--- src/rtl/if_stage.sv ---
// Instruction-fetch stage: program counter, instruction-memory handshake and the
// IF/ID pipeline register, with decode/memory stalls and delayed-branch redirects.
module if_stage #(
  parameter logic [15:0] RESET_PC = 16'h0000,
  parameter logic [15:0] NOP_INST = 16'h0800
) (
  input  logic        clk,
  input  logic        rst,
  input  logic        stall_req_id,
  input  logic        stall_req_mem,
  input  logic        branch_flag_i,
  input  logic [15:0] branch_addr_i,
  output logic        imem_req_o,
  output logic [15:0] imem_addr_o,
  input  logic        imem_ack_i,
  input  logic [15:0] imem_rdata_i,
  output logic [15:0] pc_o,
  output logic [15:0] inst_o
);

  typedef enum logic {
    FETCH = 1'b0,
    HOLD  = 1'b1
  } state_t;

  state_t      state;
  state_t      state_n;
  logic [15:0] pc;
  logic [15:0] pc_n;
  logic [15:0] buf_inst;
  logic [15:0] buf_inst_n;
  logic        redir_pend;
  logic        redir_pend_n;
  logic [15:0] redir_addr;
  logic [15:0] redir_addr_n;
  logic [15:0] inst_n;
  logic [15:0] pc_out_n;

  logic        fetch_done;
  logic        branch_cap;
  logic [15:0] pc_inc;
  logic [15:0] pc_adv;

  assign imem_req_o  = (state == FETCH) && !stall_req_mem && !rst;
  assign imem_addr_o = pc;
  assign fetch_done  = imem_req_o && imem_ack_i;
  assign branch_cap  = branch_flag_i && !stall_req_id;
  assign pc_inc      = pc + 16'd1;

  // An already-recorded redirect is older than one arriving this cycle, so it wins.
  always_comb begin
    pc_adv = pc_inc;
    if (redir_pend) begin
      pc_adv = redir_addr;
    end else if (branch_cap) begin
      pc_adv = branch_addr_i;
    end
  end

  always_comb begin
    state_n      = state;
    pc_n         = pc;
    buf_inst_n   = buf_inst;
    redir_pend_n = redir_pend;
    redir_addr_n = redir_addr;
    inst_n       = inst_o;
    pc_out_n     = pc_o;

    if (branch_cap) begin
      redir_pend_n = 1'b1;
      redir_addr_n = branch_addr_i;
    end

    unique case (state)
      FETCH: begin
        if (fetch_done && stall_req_id) begin
          buf_inst_n = imem_rdata_i;
          state_n    = HOLD;
        end else if (fetch_done) begin
          inst_n       = imem_rdata_i;
          pc_out_n     = pc_inc;
          pc_n         = pc_adv;
          redir_pend_n = 1'b0;
        end else if (!stall_req_id) begin
          inst_n = NOP_INST;
        end
      end
      HOLD: begin
        if (!stall_req_id) begin
          inst_n       = buf_inst;
          pc_out_n     = pc_inc;
          pc_n         = pc_adv;
          redir_pend_n = 1'b0;
          state_n      = FETCH;
        end
      end
    endcase
  end

  always_ff @(posedge clk) begin
    if (rst) begin
      state      <= FETCH;
      pc         <= RESET_PC;
      buf_inst   <= NOP_INST;
      redir_pend <= 1'b0;
      redir_addr <= RESET_PC;
      inst_o     <= NOP_INST;
      pc_o       <= RESET_PC;
    end else begin
      state      <= state_n;
      pc         <= pc_n;
      buf_inst   <= buf_inst_n;
      redir_pend <= redir_pend_n;
      redir_addr <= redir_addr_n;
      inst_o     <= inst_n;
      pc_o       <= pc_out_n;
    end
  end

endmodule

--- config.mk ---
export PLATFORM = sky130hd
export DESIGN_NAME = if_stage
export DESIGN_NICKNAME = d
export VERILOG_FILES = /design/src/rtl/if_stage.sv
export SDC_FILE = /design/constraint.sdc
export NUM_CORES = 1
export LEC_CHECK = 0
export BUFFER_PORTS_ARGS = -buffer_cell sky130_fd_sc_hd__clkbuf_2
export CORE_UTILIZATION = 49
export CTS_CLUSTER_DIAMETER = 100
export DETAILED_ROUTE_END_ITERATION = 8
export GPL_ROUTABILITY_DRIVEN = 1
export PLACE_DENSITY = 0.76
export SYNTH_ARGS = -nofsm -noshare
export SYNTH_HDL_FRONTEND = slang
export SYNTH_SLANG_ARGS = --single-unit
--- constraint.sdc ---
create_clock -name clk -period 1.67 [get_ports clk]
set_input_delay 0 -clock clk [delete_from_list [all_inputs] [get_ports clk]]
set_output_delay 0 -clock clk [all_outputs]
set_load 0.005 [all_outputs]
==> Yosys cells after proc, flatten, opt, wreduce, memory -nomap -nowiden <==
Cells that the tools add are included.
{ "op_classes": {"addsub": 1, "n_eq_ne": 4, "muxes": 23, "bitwise": 1, "n_reduce_logical": 11} }
{ "ops": {"columns": ["cell", "n"], "rows": [
  ["$mux 16", 12],
  ["$pmux 16 s2", 3],
  ["$add 16x1->16 const B", 1],
  ["$mux 1", 6],
  ["$ne 2x2->1 const B", 3],
  ["$reduce_and 3->1", 2],
  ["$logic_and 1x1->1", 5],
  ["$pmux 1 s2", 2],
  ["$logic_not 1->1", 3],
  ["$ne 3x3->1 const B", 1],
  ["$reduce_and 2->1", 1],
  ["$not 1->1", 1]
]} }
{ "word_totals": {"reg_bits": 82, "inputBits": 38, "word_cells": 47} }

==> Logic depth before layout (Yosys ltp) <==
{ "depth": {"word_depth": 7, "depth_mapped": 7} }

==> Least setup slack after synthesis <==
Ideal clock, no wire load.
{ "synth_timing": {"path_type": "register to register", "from": "reg pc[0], in the netlist imem_addr_o[0]", "to": "reg pc[14], in the netlist imem_addr_o[14]", "t_arrival_ps": 1585, "required_time_ps": 1599, "slack_ps": 14, "path_stages_with_launch": 7, "path_buffers": 0, "cell_sequence": "dfxtp_1 -> ha_1 -> nand3_2 -> nor4_4 -> nor4b_2 -> nor2_1 -> a21oi_1"} }
{ "synth_via": {"elab_chain_len": 6, "elab_cells_between_ends": 7, "classes_between": "add/sub (1); mux (6)"} }
{ "synth_rtl": {"columns": ["element", "line", "rtl"], "rows": [
  ["start: declaration", "28", "logic [15:0] pc;"],
  ["start signal: assignment", "111", "pc <= pc_n;"],
  ["$add 16x1->16 *", "48", "assign pc_inc = pc + 16'd1;"],
  ["$mux 16 *", "55", "end else if (branch_cap) begin"],
  ["$mux 16 *", "53", "if (redir_pend) begin"],
  ["$mux 16", "79", "end else if (fetch_done) begin"],
  ["$mux 16", "76", "if (fetch_done && stall_req_id) begin"],
  ["$pmux 16 s2 *", "74", "unique case (state)"]
]} }
Mark *: on every way between the ends. The rest lies on a longest branch, timed or not. The select of a mux whose other input is x is not followed.
A chain may end at the register's enable or synchronous reset.

==> Worst setup path after layout <==
{ "layout_timing": {"from": "reg pc[11], in the netlist imem_addr_o[11]", "to": "reg pc[14], in the netlist imem_addr_o[14]"} }
The elaborated chain is that of the path after synthesis.

==> run metrics <==
ys flop type dfxtp_1; clk_lat worst skew 350 ps; diodes inserted 0; Die Wd 90.1 µm; Avg WL per Cell ~14 µm; area of the multi-input gates between 2000 and 2500 µm²; Crit Path Max Fanout 7; commonest cells after routing, fill and taps aside nand2_1, clkbuf_2, dfxtp_1; final instance area 5100 µm²; Max IR drop VDD 0.000507 V; antenna violations before repair 0; vias per inst 5.38; Adder-Cell Fraction of Synth Area 0.00329; Gate Count Post-Synth 475; filler instances roughly 580; simple-gate area share of the yosys netlist 0.274; CP top delay family simple AND/OR/NAND/NOR gates; largest family of logic cells by synthesized area simple AND/OR/NAND/NOR gates; fmax 577 MHz; worst reg-to-reg path cell count 5; GPL Wtd Cong ~0.88; Synth cell types 51; share of cells above drive strength 1 0.273; status complete, but fails checks; die area 8120 µm²; clock sink count 82; hold crit path type in2reg; Hold WS 69.3 ps; Critical Path RT 1940 ps; final core utilization 0.693; mux contribution to synthesized area 0.00559; Max-Cap Viols 0; Post-Route WL 9920 µm; Worst Hold Path EP redir_pend; endpoints failing hold 0; first-pass GRT wire length 16000 µm; crit share post-route 1.04; Initial Util 0.516; first-pass detailed-route iteration total 5; DRT iter0 DRCs 285; Slowest-stage cell, CP dfxtp_1; worst slew pin tran 854 ps; DP Area 4430 µm²; CTS buffer count 9; crit path cell chain nand3_1 > nor4_4 > nor4b_2 > nor2_1 > a21oi_1; pin count of the biggest net entering global routing 80; DR DRC count 0; area of all sequential standard cells 1650 µm²; Yosys warning count 0; row cnt 31; Final ANT Viol Nets 0; Area Overhead vs Synth 34.1%; I/O Pins 87; TritonCTS clock tree done; commonest non-fill, non-tap cell in the layout nand2_1; clk root buf clkbuf_8; Net Count, Synth 514; post-synthesis compound-gate area fraction 0.206; fin nets 639; biggest cell delay along the critical path roughly 510 ps; Final Skew 6.79 ps; Port Buffers between 80 and 90; grt total ovfl 0; total vias in the final route around 3800; leak pwr 1.99 nW; clock transition time at the flip-flop clock pins of the worst setup and hold paths 80 ps; Post-Synth XOR/XNOR Area 0.0322; GRT Util Overall 0.240; Startpoint Class register; Reg-to-Reg Start imem_addr_o[11]; Syn Std Cell Area 3810 µm²; worst path bufs/invs 0; Power Density 836 nW/µm²; violated checks negative setup slack; htree depth 3; RSZ-0062 raised after global routing yes; Yosys reg bits 82; R2R Path End imem_addr_o[14]; r2r setup slk -60 ps; Slew headroom 0.431; Setup-failing EPs final 1; Post-synth EDFFs 0; asr flop ratio synth 0; Worst Setup Slack, final -62.3 ps; HP Start stall_req_mem; Die Ht 90.1 µm; clock buffer depth 2; Slew Viols, Final 0; vias in the first global route 3482; Critical Path End Type register; Core Area 7370 µm²; kind of critical path reg2reg; Setup WS pre-CTS -34.0 ps; DP HPWL 6240 µm; syn_area_per_cell 8.01 µm²; CP Data Arrival Time roughly 2000 ps; post-synthesis sequential area ratio 0.431; Final min period 1730 ps; hold path depth 5
where the power goes:
group          total, mW  switching [mW]  internal [mW]
Sequential          2.07          0.0504           2.02
Clock               1.67           0.706          0.963
Combinational      0.523           0.283          0.241
worst max-delay path by stage:
stage / slack, ps / startpoint / cells after the start / to
floorplan: 10 / imem_addr_o[0] / 6 / imem_addr_o[14]
global placement: 70 / imem_addr_o[1] / 6 / imem_addr_o[14]
detailed placement: -30 / imem_addr_o[1] / 6 / imem_addr_o[14]
CTS: 8 / imem_addr_o[1] / 6 / imem_addr_o[14]
global route: -110 / imem_addr_o[13] / 5 / imem_addr_o[14]
finish: -60 / imem_addr_o[11] / 5 / imem_addr_o[14]
flip-flops by register name (all words and copies together) (netlist names):
name and cells:
pc_o 16, inst_o 16, redir_pend 1, redir_addr 16
imem_addr_o 16, buf_inst 16, state 1
metal layers:
layer  track usage  vias to the layer above  share of wire
met1         0.302                     1744           0.44
li1              -                     1889              -
met5             0                        -              0
met2         0.392                      141           0.48
met3        0.0491                       16          0.065
met4         0.117                        0          0.019
cell usage after synthesis (all sizes together) (7+ instances only):
| cell | instances | area [µm²] |
|---|---|---|
| nand2 | 105 | 394 |
| dfxtp | 82 | 1640 |
| nor2 | 63 | 241 |
| a21oi | 48 | 255 |
| o21ai | 26 | 130 |
| a211oi | 19 | 183 |
| buf | 18 | 100 |
| clkbuf | 17 | 63.8 |
| a221oi | 15 | 131 |
| nor3 | 11 | 71.3 |
| xnor2 | 11 | 96.3 |
| nand3 | 8 | 57.6 |
| nor3b | 7 | 52.6 |
stage by stage:
stage / TNS, ps / instances / power (mW)
CTS: 0 / 701 / 4.28
floorplan: 0 / 475 / 2.38
global route: -132 / 704 / 4.45
detailed placement: -34.5 / 651 / 2.56
global placement: 0 / 651 / 2.55
finish: -62.3 / 704 / 4.27
worst reg2reg max path, delay by kind of cell, from the launching register on:
kind | cells | cell delay (ps)
simple gates | 4 | 990
flops | 1 | 510
compound gates | 1 | 150
cell families (layout without fill, tap and decap cells):
group                      Yosys count  count (layout)
muxes                                2               2
AOI/OAI and AO/OA                  119             119
buffers and inverters               40             170
and+or+nand+nor                    217             217
adders and majority gates            1               1
xor gates and xnor gates            14              14
DFF                                 82              82
timing repair:
action / 4_1_cts / 5_1_grt
gates resized for setup: 2 / 13
endpoints found under the setup margin: 2 / 11
endpoints found under the hold margin: 49 / 0
pin swaps: 1 / 3
setup buffers: 0 / 2
gates cloned: 0 / 1
hold buffers: 34 / 0
cell type report:
type | instances | share of cell area
Sequential cell | 82 | 0.323
Clock inverter | 4 | 0.0142
Clock buffer | 12 | 0.0324
Multi-Input combinational cell | 353 | 0.399
Timing Repair Buffer | 149 | 0.204
Inverter | 5 | 0.00368
Tap cell | 99 | 0.0243
No activity file was read; power rests on OpenSTA's default activity.
